==> src/rtl/enc_pkg.sv <==
// Shared types and sizing for the 32-to-5 sequential index encoder.
package enc_pkg;

  localparam int WIDTH = 32;
  localparam int IDXW  = $clog2(WIDTH);

  typedef enum logic {IDLE, DRAIN} enc_state_t;
  typedef logic [WIDTH-1:0] mask_t;
  typedef logic [IDXW-1:0]  idx_t;

endpackage

==> src/rtl/enc32to5_if.sv <==
// Mask-in / index-out handshake bundle; the producer/consumer side is master, the encoder is slave.
interface enc32to5_if;
  import enc_pkg::*;

  logic  in_valid;
  logic  in_ready;
  mask_t in_mask;
  logic  out_valid;
  logic  out_ready;
  idx_t  out_idx;
  logic  out_last;
  logic  busy;

  modport master (
    output in_valid, in_mask, out_ready,
    input  in_ready, out_valid, out_idx, out_last, busy
  );

  modport slave (
    input  in_valid, in_mask, out_ready,
    output in_ready, out_valid, out_idx, out_last, busy
  );

endinterface

==> src/rtl/lsb_enc32to5.sv <==
// Combinational lowest-set-bit encoder; one_hot_o flags a mask holding exactly one set bit.
module lsb_enc32to5
  import enc_pkg::*;
(
  input  mask_t mask_i,
  output idx_t  idx_o,
  output logic  one_hot_o
);

  // NOTE: every output gets a default before the loop so no latch is inferred.
  always_comb begin
    idx_o = '0;
    // Scanning downward lets the lowest set bit be the last (winning) assignment.
    for (int i = WIDTH - 1; i >= 0; i--) begin
      if (mask_i[i]) idx_o = idx_t'(i);
    end
  end

  assign one_hot_o = (mask_i != '0) && ((mask_i & (mask_i - mask_t'(1))) == '0);

endmodule

==> src/rtl/enc32to5.sv <==
// Sequential 32-to-5 index encoder: accepts a mask, then emits each set bit's index in ascending order.
module enc32to5
  import enc_pkg::*;
(
  input  logic       clk,
  input  logic       rst_n,
  enc32to5_if.slave  bus
);

  enc_state_t state_q, state_d;
  mask_t      pend_q, pend_d;
  idx_t       lsb_idx;
  logic       lsb_one_hot;

  lsb_enc32to5 u_lsb (
    .mask_i    (pend_q),
    .idx_o     (lsb_idx),
    .one_hot_o (lsb_one_hot)
  );

  always_comb begin
    state_d = state_q;
    pend_d  = pend_q;
    unique case (state_q)
      IDLE: begin
        // A zero mask is accepted and dropped without leaving IDLE.
        if (bus.in_valid && bus.in_mask != '0) begin
          pend_d  = bus.in_mask;
          state_d = DRAIN;
        end
      end
      DRAIN: begin
        if (bus.out_ready) begin
          pend_d = pend_q & ~(mask_t'(1) << lsb_idx);
          if (lsb_one_hot) state_d = IDLE;
        end
      end
      default: state_d = IDLE;
    endcase
  end

  // NOTE: state registers use non-blocking assignments so every flop samples pre-edge values.
  always_ff @(posedge clk or negedge rst_n) begin
    if (!rst_n) begin
      state_q <= IDLE;
      pend_q  <= '0;
    end else begin
      state_q <= state_d;
      pend_q  <= pend_d;
    end
  end

  // Outputs come only from registered state, so reset clears them without a clock edge.
  assign bus.in_ready  = (state_q == IDLE);
  assign bus.out_valid = (state_q == DRAIN);
  assign bus.busy      = (state_q == DRAIN);
  assign bus.out_idx   = lsb_idx;
  assign bus.out_last  = lsb_one_hot;

endmodule

==> src/flat_wrapper.sv <==
// flat-port wrapper written by rule: the top's interface ports become plain ports
module enc32to5_flat import enc_pkg::*;
  (clk, rst_n, bus_in_valid, bus_in_mask, bus_out_ready, bus_in_ready, bus_out_valid, bus_out_idx, bus_out_last, bus_busy);
  enc32to5_if bus_i ();
  input  logic clk;
  input  logic rst_n;
  input wire logic [$bits(bus_i.in_valid)-1:0] bus_in_valid;
  input wire logic [$bits(bus_i.in_mask)-1:0] bus_in_mask;
  input wire logic [$bits(bus_i.out_ready)-1:0] bus_out_ready;
  output wire logic [$bits(bus_i.in_ready)-1:0] bus_in_ready;
  output wire logic [$bits(bus_i.out_valid)-1:0] bus_out_valid;
  output wire logic [$bits(bus_i.out_idx)-1:0] bus_out_idx;
  output wire logic [$bits(bus_i.out_last)-1:0] bus_out_last;
  output wire logic [$bits(bus_i.busy)-1:0] bus_busy;
  assign bus_i.in_valid = bus_in_valid;
  assign bus_i.in_mask = bus_in_mask;
  assign bus_i.out_ready = bus_out_ready;
  assign bus_in_ready = bus_i.in_ready;
  assign bus_out_valid = bus_i.out_valid;
  assign bus_out_idx = bus_i.out_idx;
  assign bus_out_last = bus_i.out_last;
  assign bus_busy = bus_i.busy;
  enc32to5 u_core (.clk(clk), .rst_n(rst_n), .bus(bus_i));
endmodule
==> config.mk <==
export PLATFORM = sky130hd
export DESIGN_NAME = enc32to5_flat
export DESIGN_NICKNAME = d
export VERILOG_FILES = /design/src/rtl/enc_pkg.sv /design/src/rtl/enc32to5_if.sv /design/src/rtl/lsb_enc32to5.sv /design/src/rtl/enc32to5.sv /design/src/flat_wrapper.sv
export SDC_FILE = /design/constraint.sdc
export NUM_CORES = 1
export LEC_CHECK = 0
export ABC_AREA = 1
export CAP_MARGIN = 10
export CORE_ASPECT_RATIO = 0.6
export CORE_MARGIN = 1
export CORE_UTILIZATION = 54
export CTS_BUF_LIST = sky130_fd_sc_hd__clkbuf_8
export DETAILED_ROUTE_END_ITERATION = 10
export GPL_ROUTABILITY_DRIVEN = 0
export HOLD_SLACK_MARGIN = 0.12
export PLACE_DENSITY = 0.82
export SYNTH_ARGS = -nofsm -noshare
export SYNTH_HDL_FRONTEND = slang
export SYNTH_SLANG_ARGS = --single-unit
==> constraint.sdc <==
create_clock -name clk -period 3.6 [get_ports clk]
set_input_delay 1.08 -clock clk [delete_from_list [all_inputs] [get_ports clk]]
set_output_delay 1.08 -clock clk [all_outputs]
set_load 0.005 [all_outputs]
==> metrics <==
status complete, but fails checks; violations in the final reports setup timing; post-route setup slack -215 ps; post-layout net count 515; ANT nets after route 0; crit-path max cell delay 380 ps; dpl hpwl 5720 um; CP Cell Sequence inv_2 -> nand2_2 -> nor2_4 -> inv_2 -> nor2_4 -> inv_2 -> nor2_4 -> inv_4 -> nor2_8 -> nor2_4 -> nor4_2 -> nand3_1 -> nor3_2 -> o2111ai_2 -> nor4b_4 -> buf_2; Port Buf Inserts 44; via/cell ratio 5.50; part of the power in combinational logic 55.1%; pwr/cell area 546 nW/um2; cell taking the most area after synthesis dfrtp_1; Worst slew margin 52.4%; Max Fclk 0.262 GHz; placed insts 527; Net Sw Frac 41.4%; drt pass-1 iters 5; row count 18; Final Max Slew Viols 0; die area 4700 um2; ANT cells 0; I/O pins 45; Worst Path Max Fanout 4; CTS Buffer Depth 2; WP data arrival 2740 ps; first-pass GRT wire length 12300 um; Crit. End Element output port; worst r2r dst u_core.bus.busy$_DFF_PN0_; clock sinks 33; final critical-path share of the clock period 106%; Final Skew 5.86 ps; clock transition at the registers of the reported paths 60 ps; Hold Path Depth 2; Post-Route WL 7920 um; Buf+Inv Stages, Crit Path 5; Worst R2R Start u_core.pend_q[1]$_DFFE_PN0P_; clock network power share 14.5%; Final Hold Viols 0; most frequent cell on the critical path nor2_4; TritonCTS clock tree done; Setup TNS Final -227 ps; synthesized area 2390 um2; Int Pwr 0.00113 W; sequential share of power 30.4%; CP startpoint u_core.pend_q[1]$_DFFE_PN0P_; Synth cell types 32; All-Layer GR Usage 35.9%; syn nets 404; Syn Inst Count 368; Worst path slowest cell dfrtp_1; Synth area leaders dfrtp_1 35%, nand2_1 15%, o21ai_0 9.9%; footprint of the multi-input gates 1410 um2; Wirelength per Cell 14.7 um; Setup crit end bus_out_last; delay-heaviest family, CP simple AND/OR/NAND/NOR gates; WS Path Type reg -> out; post-synthesis register bit count 33; CTS H-tree lvls 2; Worst EP required 2520 ps; Reg area 826 um2; share of cells above drive strength 1 23.6%; number of global-route vias before repair 2728; clk_lat worst skew 290 ps; Ys Warns 0; die span in y 53.5 um; pin count of the biggest net entering global routing 46; CTS Root Cell clkbuf_8; sw power 0.000799 W; DR vias 2964; Hold Path Class reg -> reg; FILL cells 249; RSZ-0062 raised after global routing yes; reg2reg setup slack 670 ps; Die W 87.8 um; Reg2Reg Depth 21; CP startpoint kind flop; most frequent cells in the layout 96 x nand2_1, 73 x buf_4, 50 x nor2_1, 45 x o21ai_0, 41 x clkdlybuf4s50_1; DRC 0; Pleak 1.69 nW; commonest non-fill, non-tap cell in the layout nand2_1; post-synth top area share 34.6%; Avg Cell Area, Syn 6.48 um2; Finish-stage setup viols 2; Initial Util 57.3%; total power 0.00193 W; worst slew pin tran 707 ps; final std cells w/o fill 539; Final min period 3820 ps; Crit path depth 16; total global routing overflow 0; max cap viols 0; DRT iter0 DRCs 269; Peak VDD IR 0.309 mV; sequential area share after synthesis 34.6%; initial antenna violation count 0; area grow syn2layout 48.4%; min-delay src u_core.pend_q[25]$_DFFE_PN0P_; CTS buffer count 5; final core utilization 85.0%; Core Area 4170 um2
-- sequential cells by signal (all words and copies together) (netlist names) --
name,flops
u_core.pend_q,32
u_core.bus.busy,1
-- repair_timing --
action / in CTS / in global routing
setup endpoints to repair: 3 / 3
hold buffers: 0 / 0
cloned: 0 / 0
pin swaps: 4 / 12
buffers inserted: 2 / 3
gates resized for setup: 20 / 8
-- cells in the mapped netlist (all sizes together) --
master and number:
a21oi 26, or2 2, o211ai 2, clkinv 1, nand4 3, a31oi 4
a211oi 2, inv 41, buf 3, o31ai 2, dfrtp 33, nor2 60
o2111a 1, nor4b 1, clkbuf 10, nand2 99, nand3 13, a21boi 2
o21ai 47, o2111ai 2, nor3 4, nor4 9, o21bai 1
-- routing by layer --
layer / share of wire, % / routed length [um] / track usage [%] / vias up
met5: 0 / 0 / 0 / -
met4: 1.2 / 99 / 11.5 / 0
li1: - / - / - / 1431
met2: 43 / 3400 / 54.7 / 173
met3: 12 / 926 / 10.9 / 20
met1: 44 / 3500 / 48.6 / 1340
-- stage by stage --
stage,cell area (um2),hold WS (ps),setup slack (ps)
3_3_place_gp,3350,548,-177
3_5_place_dp,3350,572,-336
5_1_grt,3540,611,-400
2_1_floorplan,2390,512,497
6_report,3540,586,-215
4_1_cts,3490,586,-129
-- worst reg2reg max path: stages (launching register included) --
cell and delay [ps]:
dfrtp_1 380, inv_2 70, nand2_2 70, nor2_4 90, inv_2 60, nor2_4 90, inv_2 60, nor2_4 160
inv_4 70, nor2_8 160, nor2_4 50, nor4_2 160, nand3_1 140, nor3_2 210, o2111ai_2 180, nor4b_4 340
buf_4 160, buf_4 90, buf_4 90, nand2_1 50, a21boi_1 120, inv_1 50
-- power groups by stage --
| stage | Combinational (W) | Sequential (W) | Clock, W |
|---|---|---|---|
| global placement | 0.000974 | 0.000578 | 0 |
| global route | 0.00117 | 0.000599 | 0.000298 |
| finish | 0.00106 | 0.000587 | 0.000280 |
| floorplan | 0.000486 | 0.000594 | 0 |
| detailed placement | 0.000999 | 0.000585 | 0 |
| CTS | 0.00102 | 0.000581 | 0.000284 |
-- layout make-up --
cell class | count | share of cell area (%)
well taps | 60 | 2.12
clock buffers | 6 | 2.33
multi-input cells | 280 | 39.8
flip-flops and latches | 33 | 23.3
inverters | 42 | 4.59
clock inverters | 1 | 0.106
repair buffers | 117 | 27.7
-- worst min path at each step --
stage                                     to  slack, ps
4_1_cts        u_core.pend_q[25]$_DFFE_PN0P_        590
3_5_place_dp   u_core.pend_q[25]$_DFFE_PN0P_        570
6_report       u_core.pend_q[25]$_DFFE_PN0P_        590
5_1_grt        u_core.pend_q[16]$_DFFE_PN0P_        610
3_3_place_gp   u_core.pend_q[16]$_DFFE_PN0P_        550
2_1_floorplan  u_core.pend_q[30]$_DFFE_PN0P_        510
-- cells by family (layout without fill, tap and decap cells) --
kind of cell / count (synthesis) / after routing / synth area share, %
and+or+nand+nor: 191 / 191 / 35.5
DFF: 33 / 33 / 34.6
AOI/OAI and AO/OA: 89 / 89 / 20.4
buffers and inverters: 55 / 166 / 9.49
Power figures use the tool's default switching activity.
